## config.mk

```make
export PLATFORM = sky130hd
export DESIGN_NAME = data_cache_ctrl
export DESIGN_NICKNAME = d
export VERILOG_FILES = /design/src/rtl/dcache_pkg.sv /design/src/rtl/dcache_array.sv /design/src/rtl/data_cache_ctrl.sv
export SDC_FILE = /design/constraint.sdc
export NUM_CORES = 2
export LEC_CHECK = 0
export ABC_AREA = 1
export CORE_ASPECT_RATIO = 1.25
export CORE_UTILIZATION = 30
export DETAILED_ROUTE_END_ITERATION = 8
export PLACE_DENSITY = 0.51
export SLEW_MARGIN = 40
export SYNTH_ARGS = -nofsm -noshare
export SYNTH_HDL_FRONTEND = slang
export SYNTH_SLANG_ARGS = --single-unit
```

## constraint.sdc

```tcl
create_clock -name clk -period 8.85 [get_ports clk]
set_input_delay 1.77 -clock clk [delete_from_list [all_inputs] [get_ports clk]]
set_output_delay 1.77 -clock clk [all_outputs]
set_load 0.005 [all_outputs]
```

## src/rtl/dcache_pkg.sv

```systemverilog
// dcache_pkg: shared state encoding and address-field width helpers for the data cache.
// Latency: n/a (types and constant functions only).
// Backpressure: n/a.
// Contents: state_t (IDLE, REFILL, WRITE, WR_DONE); word_bits/index_bits/tag_bits helpers.
package dcache_pkg;

  typedef enum logic [1:0] {
    IDLE    = 2'd0,
    REFILL  = 2'd1,
    WRITE   = 2'd2,
    WR_DONE = 2'd3
  } state_t;

  // Bits selecting a word inside a line.
  function automatic int unsigned word_bits(input int unsigned words_per_line);
    return $clog2(words_per_line);
  endfunction

  // Bits selecting a line.
  function automatic int unsigned index_bits(input int unsigned num_lines);
    return $clog2(num_lines);
  endfunction

  // Remaining upper address bits after byte offset, word and index.
  function automatic int unsigned tag_bits(input int unsigned addr_w,
                                           input int unsigned num_lines,
                                           input int unsigned words_per_line);
    return addr_w - 2 - $clog2(words_per_line) - $clog2(num_lines);
  endfunction

endpackage

```

## src/rtl/dcache_array.sv

```systemverilog
// dcache_array: valid/tag/data storage for a direct-mapped cache.
// Latency: combinational read of the selected line; writes take effect on the next rising edge.
// Backpressure: none; writes are accepted every cycle they are enabled.
// Ports: i_clk, i_rst_n (async clear of valid bits only); i_index/i_rd_word select the read
//        word; o_valid/o_tag/o_rdata return the line state; i_data_we/i_wr_word/i_wdata write
//        one word of line i_index; i_fill_done/i_fill_tag mark line i_index valid with a new tag.
module dcache_array
  import dcache_pkg::*;
#(
  parameter int unsigned WORD_BITS  = word_bits(4),
  parameter int unsigned INDEX_BITS = index_bits(16),
  parameter int unsigned TAG_BITS   = tag_bits(32, 16, 4)
) (
  input  logic                  i_clk,
  input  logic                  i_rst_n,
  input  logic [INDEX_BITS-1:0] i_index,
  input  logic [WORD_BITS-1:0]  i_rd_word,
  output logic                  o_valid,
  output logic [TAG_BITS-1:0]   o_tag,
  output logic [31:0]           o_rdata,
  input  logic                  i_data_we,
  input  logic [WORD_BITS-1:0]  i_wr_word,
  input  logic [31:0]           i_wdata,
  input  logic                  i_fill_done,
  input  logic [TAG_BITS-1:0]   i_fill_tag
);

  localparam int unsigned LINES = 2 ** INDEX_BITS;
  localparam int unsigned WORDS = 2 ** WORD_BITS;

  logic [LINES-1:0]    r_valid;
  logic [TAG_BITS-1:0] r_tag  [LINES];
  logic [31:0]         r_data [LINES][WORDS];

  // Only the valid bits need clearing; tag and data are qualified by them.
  always_ff @(posedge i_clk or negedge i_rst_n) begin
    if (!i_rst_n) begin
      r_valid <= '0;
    end else if (i_fill_done) begin
      r_valid[i_index] <= 1'b1;
    end
  end

  always_ff @(posedge i_clk) begin
    if (i_fill_done) begin
      r_tag[i_index] <= i_fill_tag;
    end
  end

  always_ff @(posedge i_clk) begin
    if (i_data_we) begin
      r_data[i_index][i_wr_word] <= i_wdata;
    end
  end

  assign o_valid = r_valid[i_index];
  assign o_tag   = r_tag[i_index];
  assign o_rdata = r_data[i_index][i_rd_word];

endmodule

```

## src/rtl/data_cache_ctrl.sv

```systemverilog
// data_cache_ctrl: direct-mapped, write-through, no-write-allocate data cache controller.
// Latency: read hit 0 cycles; miss = WORDS_PER_LINE memory handshakes + 1; store = 1 handshake + 1.
// Backpressure: stall freezes the core while refilling or writing through; memory paced by mem_ready.
// Ports: clk, reset (async, active-low); core side cpu_rd/cpu_wr/cpu_addr/cpu_wdata -> cpu_rdata,
//        stall; memory side mem_req/mem_we/mem_addr/mem_wdata -> mem_rdata/mem_ready.
// Optional: define DCACHE_STATS_EN to add saturating hit_count/miss_count outputs.
module data_cache_ctrl
  import dcache_pkg::*;
#(
  parameter int unsigned NUM_LINES      = 16,
  parameter int unsigned WORDS_PER_LINE = 4,
  parameter int unsigned ADDR_W         = 32
) (
  input  logic              clk,
  input  logic              reset,
  input  logic              cpu_rd,
  input  logic              cpu_wr,
  input  logic [ADDR_W-1:0] cpu_addr,
  input  logic [31:0]       cpu_wdata,
  output logic [31:0]       cpu_rdata,
  output logic              stall,
  output logic              mem_req,
  output logic              mem_we,
  output logic [ADDR_W-1:0] mem_addr,
  output logic [31:0]       mem_wdata,
  input  logic [31:0]       mem_rdata,
  input  logic              mem_ready
`ifdef DCACHE_STATS_EN
  ,
  output logic [31:0]       hit_count,
  output logic [31:0]       miss_count
`endif
);

  localparam int unsigned WORD_BITS  = word_bits(WORDS_PER_LINE);
  localparam int unsigned INDEX_BITS = index_bits(NUM_LINES);
  localparam int unsigned TAG_BITS   = tag_bits(ADDR_W, NUM_LINES, WORDS_PER_LINE);
  localparam logic [WORD_BITS-1:0] LAST_WORD = WORD_BITS'(WORDS_PER_LINE - 1);

  state_t                r_state, w_next;
  logic [WORD_BITS-1:0]  r_cnt;

  logic [WORD_BITS-1:0]  w_word;
  logic [INDEX_BITS-1:0] w_index;
  logic [TAG_BITS-1:0]   w_tag;
  logic                  w_valid, w_hit, w_is_rd, w_is_wr;
  logic [TAG_BITS-1:0]   w_line_tag;
  logic [31:0]           w_arr_rdata;
  logic                  w_data_we, w_fill_done, w_refill_ack, w_stall;
  logic [WORD_BITS-1:0]  w_wr_word;
  logic [31:0]           w_wdata;
  logic                  w_unused;

  assign w_word   = cpu_addr[2 +: WORD_BITS];
  assign w_index  = cpu_addr[2 + WORD_BITS +: INDEX_BITS];
  assign w_tag    = cpu_addr[ADDR_W-1 -: TAG_BITS];
  assign w_unused = ^cpu_addr[1:0];

  // A simultaneous load and store is handled as a store.
  assign w_is_wr = cpu_wr;
  assign w_is_rd = cpu_rd && !cpu_wr;
  assign w_hit   = w_valid && (w_line_tag == w_tag);

  dcache_array #(
    .WORD_BITS  (WORD_BITS),
    .INDEX_BITS (INDEX_BITS),
    .TAG_BITS   (TAG_BITS)
  ) u_array (
    .i_clk       (clk),
    .i_rst_n     (reset),
    .i_index     (w_index),
    .i_rd_word   (w_word),
    .o_valid     (w_valid),
    .o_tag       (w_line_tag),
    .o_rdata     (w_arr_rdata),
    .i_data_we   (w_data_we),
    .i_wr_word   (w_wr_word),
    .i_wdata     (w_wdata),
    .i_fill_done (w_fill_done),
    .i_fill_tag  (w_tag)
  );

  always_ff @(posedge clk or negedge reset) begin
    if (!reset) begin
      r_state <= IDLE;
      r_cnt   <= '0;
    end else begin
      r_state <= w_next;
      if (w_fill_done) begin
        r_cnt <= '0;
      end else if (w_refill_ack) begin
        r_cnt <= r_cnt + 1'b1;
      end
    end
  end

  always_comb begin
    w_next       = r_state;
    w_stall      = 1'b0;
    mem_req      = 1'b0;
    mem_we       = 1'b0;
    mem_addr     = '0;
    mem_wdata    = '0;
    w_data_we    = 1'b0;
    w_wr_word    = r_cnt;
    w_wdata      = mem_rdata;
    w_fill_done  = 1'b0;
    w_refill_ack = 1'b0;
    unique case (r_state)
      IDLE: begin
        if (w_is_wr) begin
          w_stall = 1'b1;
          w_next  = WRITE;
        end else if (w_is_rd && !w_hit) begin
          w_stall = 1'b1;
          w_next  = REFILL;
        end
      end
      REFILL: begin
        // Always fills from word 0; the held load replays as a hit in IDLE.
        w_stall  = 1'b1;
        mem_req  = 1'b1;
        mem_addr = {w_tag, w_index, r_cnt, 2'b00};
        if (mem_ready) begin
          w_refill_ack = 1'b1;
          w_data_we    = 1'b1;
          if (r_cnt == LAST_WORD) begin
            w_fill_done = 1'b1;
            w_next      = IDLE;
          end
        end
      end
      WRITE: begin
        w_stall   = 1'b1;
        mem_req   = 1'b1;
        mem_we    = 1'b1;
        mem_addr  = {cpu_addr[ADDR_W-1:2], 2'b00};
        mem_wdata = cpu_wdata;
        w_wr_word = w_word;
        w_wdata   = cpu_wdata;
        if (mem_ready) begin
          // Update the cached copy only when the line is resident: no write allocate.
          w_data_we = w_hit;
          w_next    = WR_DONE;
        end
      end
      WR_DONE: begin
        // One unstalled cycle lets the core retire the store; inputs are ignored here.
        w_next = IDLE;
      end
      default: w_next = IDLE;
    endcase
  end

  // State is already IDLE under reset; these gate the input-dependent outputs too.
  assign stall     = reset & w_stall;
  assign cpu_rdata = reset ? w_arr_rdata : 32'h0;

`ifdef DCACHE_STATS_EN
  logic        r_replay;
  logic [31:0] r_hit_count, r_miss_count;
  logic        w_hit_evt, w_miss_evt;

  // The first IDLE cycle after a refill is the replay of the missed load, not a new hit.
  assign w_hit_evt  = (r_state == IDLE) && w_is_rd && w_hit && !r_replay;
  assign w_miss_evt = (r_state == IDLE) && (w_next == REFILL);

  always_ff @(posedge clk or negedge reset) begin
    if (!reset) begin
      r_replay     <= 1'b0;
      r_hit_count  <= '0;
      r_miss_count <= '0;
    end else begin
      r_replay <= w_fill_done;
      if (w_hit_evt && (r_hit_count != '1)) begin
        r_hit_count <= r_hit_count + 1'b1;
      end
      if (w_miss_evt && (r_miss_count != '1)) begin
        r_miss_count <= r_miss_count + 1'b1;
      end
    end
  end

  assign hit_count  = r_hit_count;
  assign miss_count = r_miss_count;
`endif

endmodule

```

==> results.txt <==
- Clock transition time at the flip-flop clock pins of the worst setup and hold paths: 60 ps
* Die width: 500 um
* Post-Synthesis Mean Instance Area: 15.0 um2
- The cell sitting at the root of the clock tree is a sky130_fd_sc_hd__clkbuf_16.
* Slew of the pin with the lowest slew margin: 914 ps
- Between clock sinks in the finished design, the worst skew comes to 95.3 ps.
- Post-synth EDFFs: 2432
- The analysis attributes to cell leakage a power of ~36 nW.
- Synthesis handed over a netlist of approximately 6.2k instances.
- Routed via count: 57.3k
* Unrepaired setup endpoints after global routing: no
* CTS buffer count: 279
- Number of fillers in the final layout: 29.1k
- Result of the run: finished, final reports clean
- In this run, flip-flops and latches consume between 50% and 60% of the power.
- The clock reaches the later pin of the worst-skew pair after 950 ps.
- Number of global-route vias before repair: about 56k
* DRT Wirelength: about 300000 um
* Sum of negative setup slack: 0 ps
- Grt ovf: 0
- After legalization and detailed placement, the total HPWL measured approximately 170000 um.
- Weighted congestion reported at the end of routability-driven placement: 0.804
- The sequential cells in the finished layout cover a total of 73500 um2.
* Commonest non-fill, non-tap cell in the layout: sky130_fd_sc_hd__edfxtp_1
- H-tree depth reported by CTS: 5
* Cells along the critical path: buf_2 > inv_2 > nand2_2 > inv_8 > buf_4 > a22oi_1 > a21oi_1 > nor3_1 > a21oi_1 > o41ai_1 > buf_4 > a21oi_1 > clkdlybuf4s50_1
* Dominant delay contributor by cell family on the critical path: buffers and inverters
* Core area: 308000 um2
- For this design, the slowest cell found on the critical path is sky130_fd_sc_hd__clkdlybuf4s50_1.
* Final Net Count: 6737
- Asr flop ratio synth: less than 1%
- Global-route wire length before repair: 423000 um
* Most used DFF post-synth: sky130_fd_sc_hd__edfxtp_1
* Worst hold slack: 470 ps
- The die covers 312000 um2.
- Of the total power, the share spent switching nets is 25.1%.
- Largest net degree at the start of global routing: 104
- Internal power comes to around 21 mW.
- VDD sags by at most 0.219 mV.
- CTS saw 2452 sinks.
- Row generation in the floorplan step produced 228 rows.
- The initial antenna violation count was 13.
- Number of buffers inserted by port buffering: 195
- Die Height: 625 um
- In this run the worst hold path is classified as flip-flop to flip-flop.
- Critical path class: input pin to output pin
- Fraction of layout instances using a drive strength above 1: 12.6%
* Yosys Warn Count: 0
- Worst EP arrival: 6050 ps
- Measured against its own limit, the worst slew margin works out to 38.8%.
* Ratio of final minimum period to clock period: 88.4%
* Number of nets with antenna violations after detailed routing: 0
- Effective utilization at floorplan: 30.2%
* Library cells used by synthesis: 43
- Setup Viol. Count Final: 0
- For this design the ratio of total power to cell area is ~250 nW/um2.
* Crit-path most repeated cell: sky130_fd_sc_hd__a21oi_1
- Number of buffers added for setup after CTS: 0
- Growth of design area from synthesis to finish: 19.5%
- CTS Hold Buffers Added: 0
- CTS tree: yes
* Max Cap Violations: 0
- The final number of max-transition violations is 0.
- Summing the sequential cell areas from Yosys gives 79.1% of the chip area.
- Number of DRC violations after detailed routing: 0
* Clock Power Share: between 30% and 40%
- Average vias per placed instance: 5.23
* Part of the total power dissipated in combinational logic: ~11%
- In this run the count of I/O pins placed on the die edge is 200.
- Together, buffers and inverters on the worst path number 6.
* Min cycle time layout: ~8000 ps
* Worst EP required: 7080 ps
* Mapped cell area: 93000 um2
- Count of endpoints failing hold in the final timing report: 0
* Power dissipated by switching net loads: 6.91 mW
- Before antenna repair, the detailed router went through 6 iterations.
- Wire length per cell: 27.6 um
- Fmax: 0.128 GHz
- CP endpoint kind: output pin
- Global-route usage over all layers: 18.9%
- Buffer depth of the longest clock path: 4
- Initial DRC Count: 6196
* Flip-flop and latch count after synthesis: 2452
- Post-CTS repair changed the size of 0 cells.
- On the worst path, the slowest cell contributes a delay of ~650 ps.
* Nature of the critical path startpoint: input pin
- Combined area of the multi-input logic cells: 18400 um2
- Commonest non-fill, non-tap cells in the layout: sky130_fd_sc_hd__edfxtp_1, sky130_fd_sc_hd__nand2_1, sky130_fd_sc_hd__a22oi_1
* Top fanout value on the critical path: 56
[worst paths after layout]
path                                       from                      end  slack [ps]  cells after the start
setup reg to reg           u_array.r_tag[13][4]  u_array.r_data[14][114]        4600                     18
hold reg to reg             u_array.r_valid[10]      u_array.r_valid[10]         470                      1
setup / recovery                    cpu_addr[5]            cpu_rdata[11]        1030                     13
hold / removal              u_array.r_valid[10]      u_array.r_valid[10]         470                      1
min in group asynchronous                 reset       u_array.r_valid[2]         870                      2
max in group asynchronous                 reset       u_array.r_valid[9]        7630                      2
[worst register-to-register path, delay by kind of cell, from the launching register on]
family                 cells  cell delay [ps]
buffers and inverters      1              480
DFF                        1              370
and+or+nand+nor           16             2670
AOI/OAI and AO/OA          1              320
[layout make-up]
class	count	area share (%)
Timing Repair Buffer	526	4.94
Inverter	82	0.313
Antenna cell	7	0.0158
Tap cell	4140	4.66
Multi-Input combinational cell	3289	16.6
Clock inverter	108	0.699
Sequential cell	2452	66.2
Clock buffer	340	6.60
[per-stage QoR]
| stage | util [%] | setup WS (ps) | instance area, um2 | power (mW) | instances |
|---|---|---|---|---|---|
| 4_1_cts | 36.0 | 1120 | 111000 | 27.7 | 10900 |
| 3_3_place_gp | 33.1 | 1080 | 102000 | 17.1 | 10500 |
| 6_report | 36.0 | 1030 | 111000 | 27.6 | 10900 |
| 5_1_grt | 36.0 | 882 | 111000 | 28.4 | 10900 |
| 3_5_place_dp | 33.3 | 1130 | 103000 | 17.2 | 10500 |
| 2_1_floorplan | - | 3320 | 93000 | 15.5 | 6212 |
[flip-flops by register name, summed over array words and instances (netlist names)]
name,count
u_array.r_data,2048
u_array.r_tag,384
u_array.r_valid,16
r_cnt,2
r_state,2
[synth_stat cells (all sizes together) (4+ instances only)]
cell type  instances  share of area, %
a22o               5             0.047
o41ai             27              0.25
nor2             174              0.71
clkbuf           251               1.0
a22oi            975               7.9
nand3             66              0.38
nand2           1325               5.4
buf              138              0.75
o21ai             51              0.29
a21oi            451               2.4
o211ai            13              0.10
edfxtp          2432                79
dfrtp             20              0.54
o22ai              8             0.054
nor3              35              0.19
a31oi             36              0.24
nand4             20              0.13
or2               22              0.15
ha                 6             0.081
nor4              51              0.34
o311ai             4             0.038
a221oi             7             0.066
inv               81              0.33
[power groups by stage]
stage | clock network (mW) | registers, mW | logic, mW
5_1_grt | 11.2 | 13.9 | 3.33
6_report | 10.6 | 13.9 | 3.12
4_1_cts | 10.8 | 13.9 | 3.12
3_3_place_gp | 0 | 14.1 | 3.02
3_5_place_dp | 0 | 14.1 | 3.12
2_1_floorplan | 0 | 14.1 | 1.33
[per-layer routing]
| layer | track usage [%] | wire, um | vias to the layer above |
|---|---|---|---|
| met5 | 0 | 17 | - |
| met4 | 5.54 | 8650 | 4 |
| met3 | 2.92 | 21400 | 431 |
| met2 | 31.7 | 148000 | 2405 |
| met1 | 25.2 | 125000 | 29700 |
| li1 | - | - | 24700 |
[cell families after synthesis]
group	count (synthesis)	synth area share (%)
AOI/OAI and AO/OA	1584	11.5
adders and majority gates	6	0.0807
buffers and inverters	471	2.09
DFF	2452	79.1
other	1	0.00403
and+or+nand+nor	1697	7.32
No activity file was read; power rests on OpenSTA's default activity.
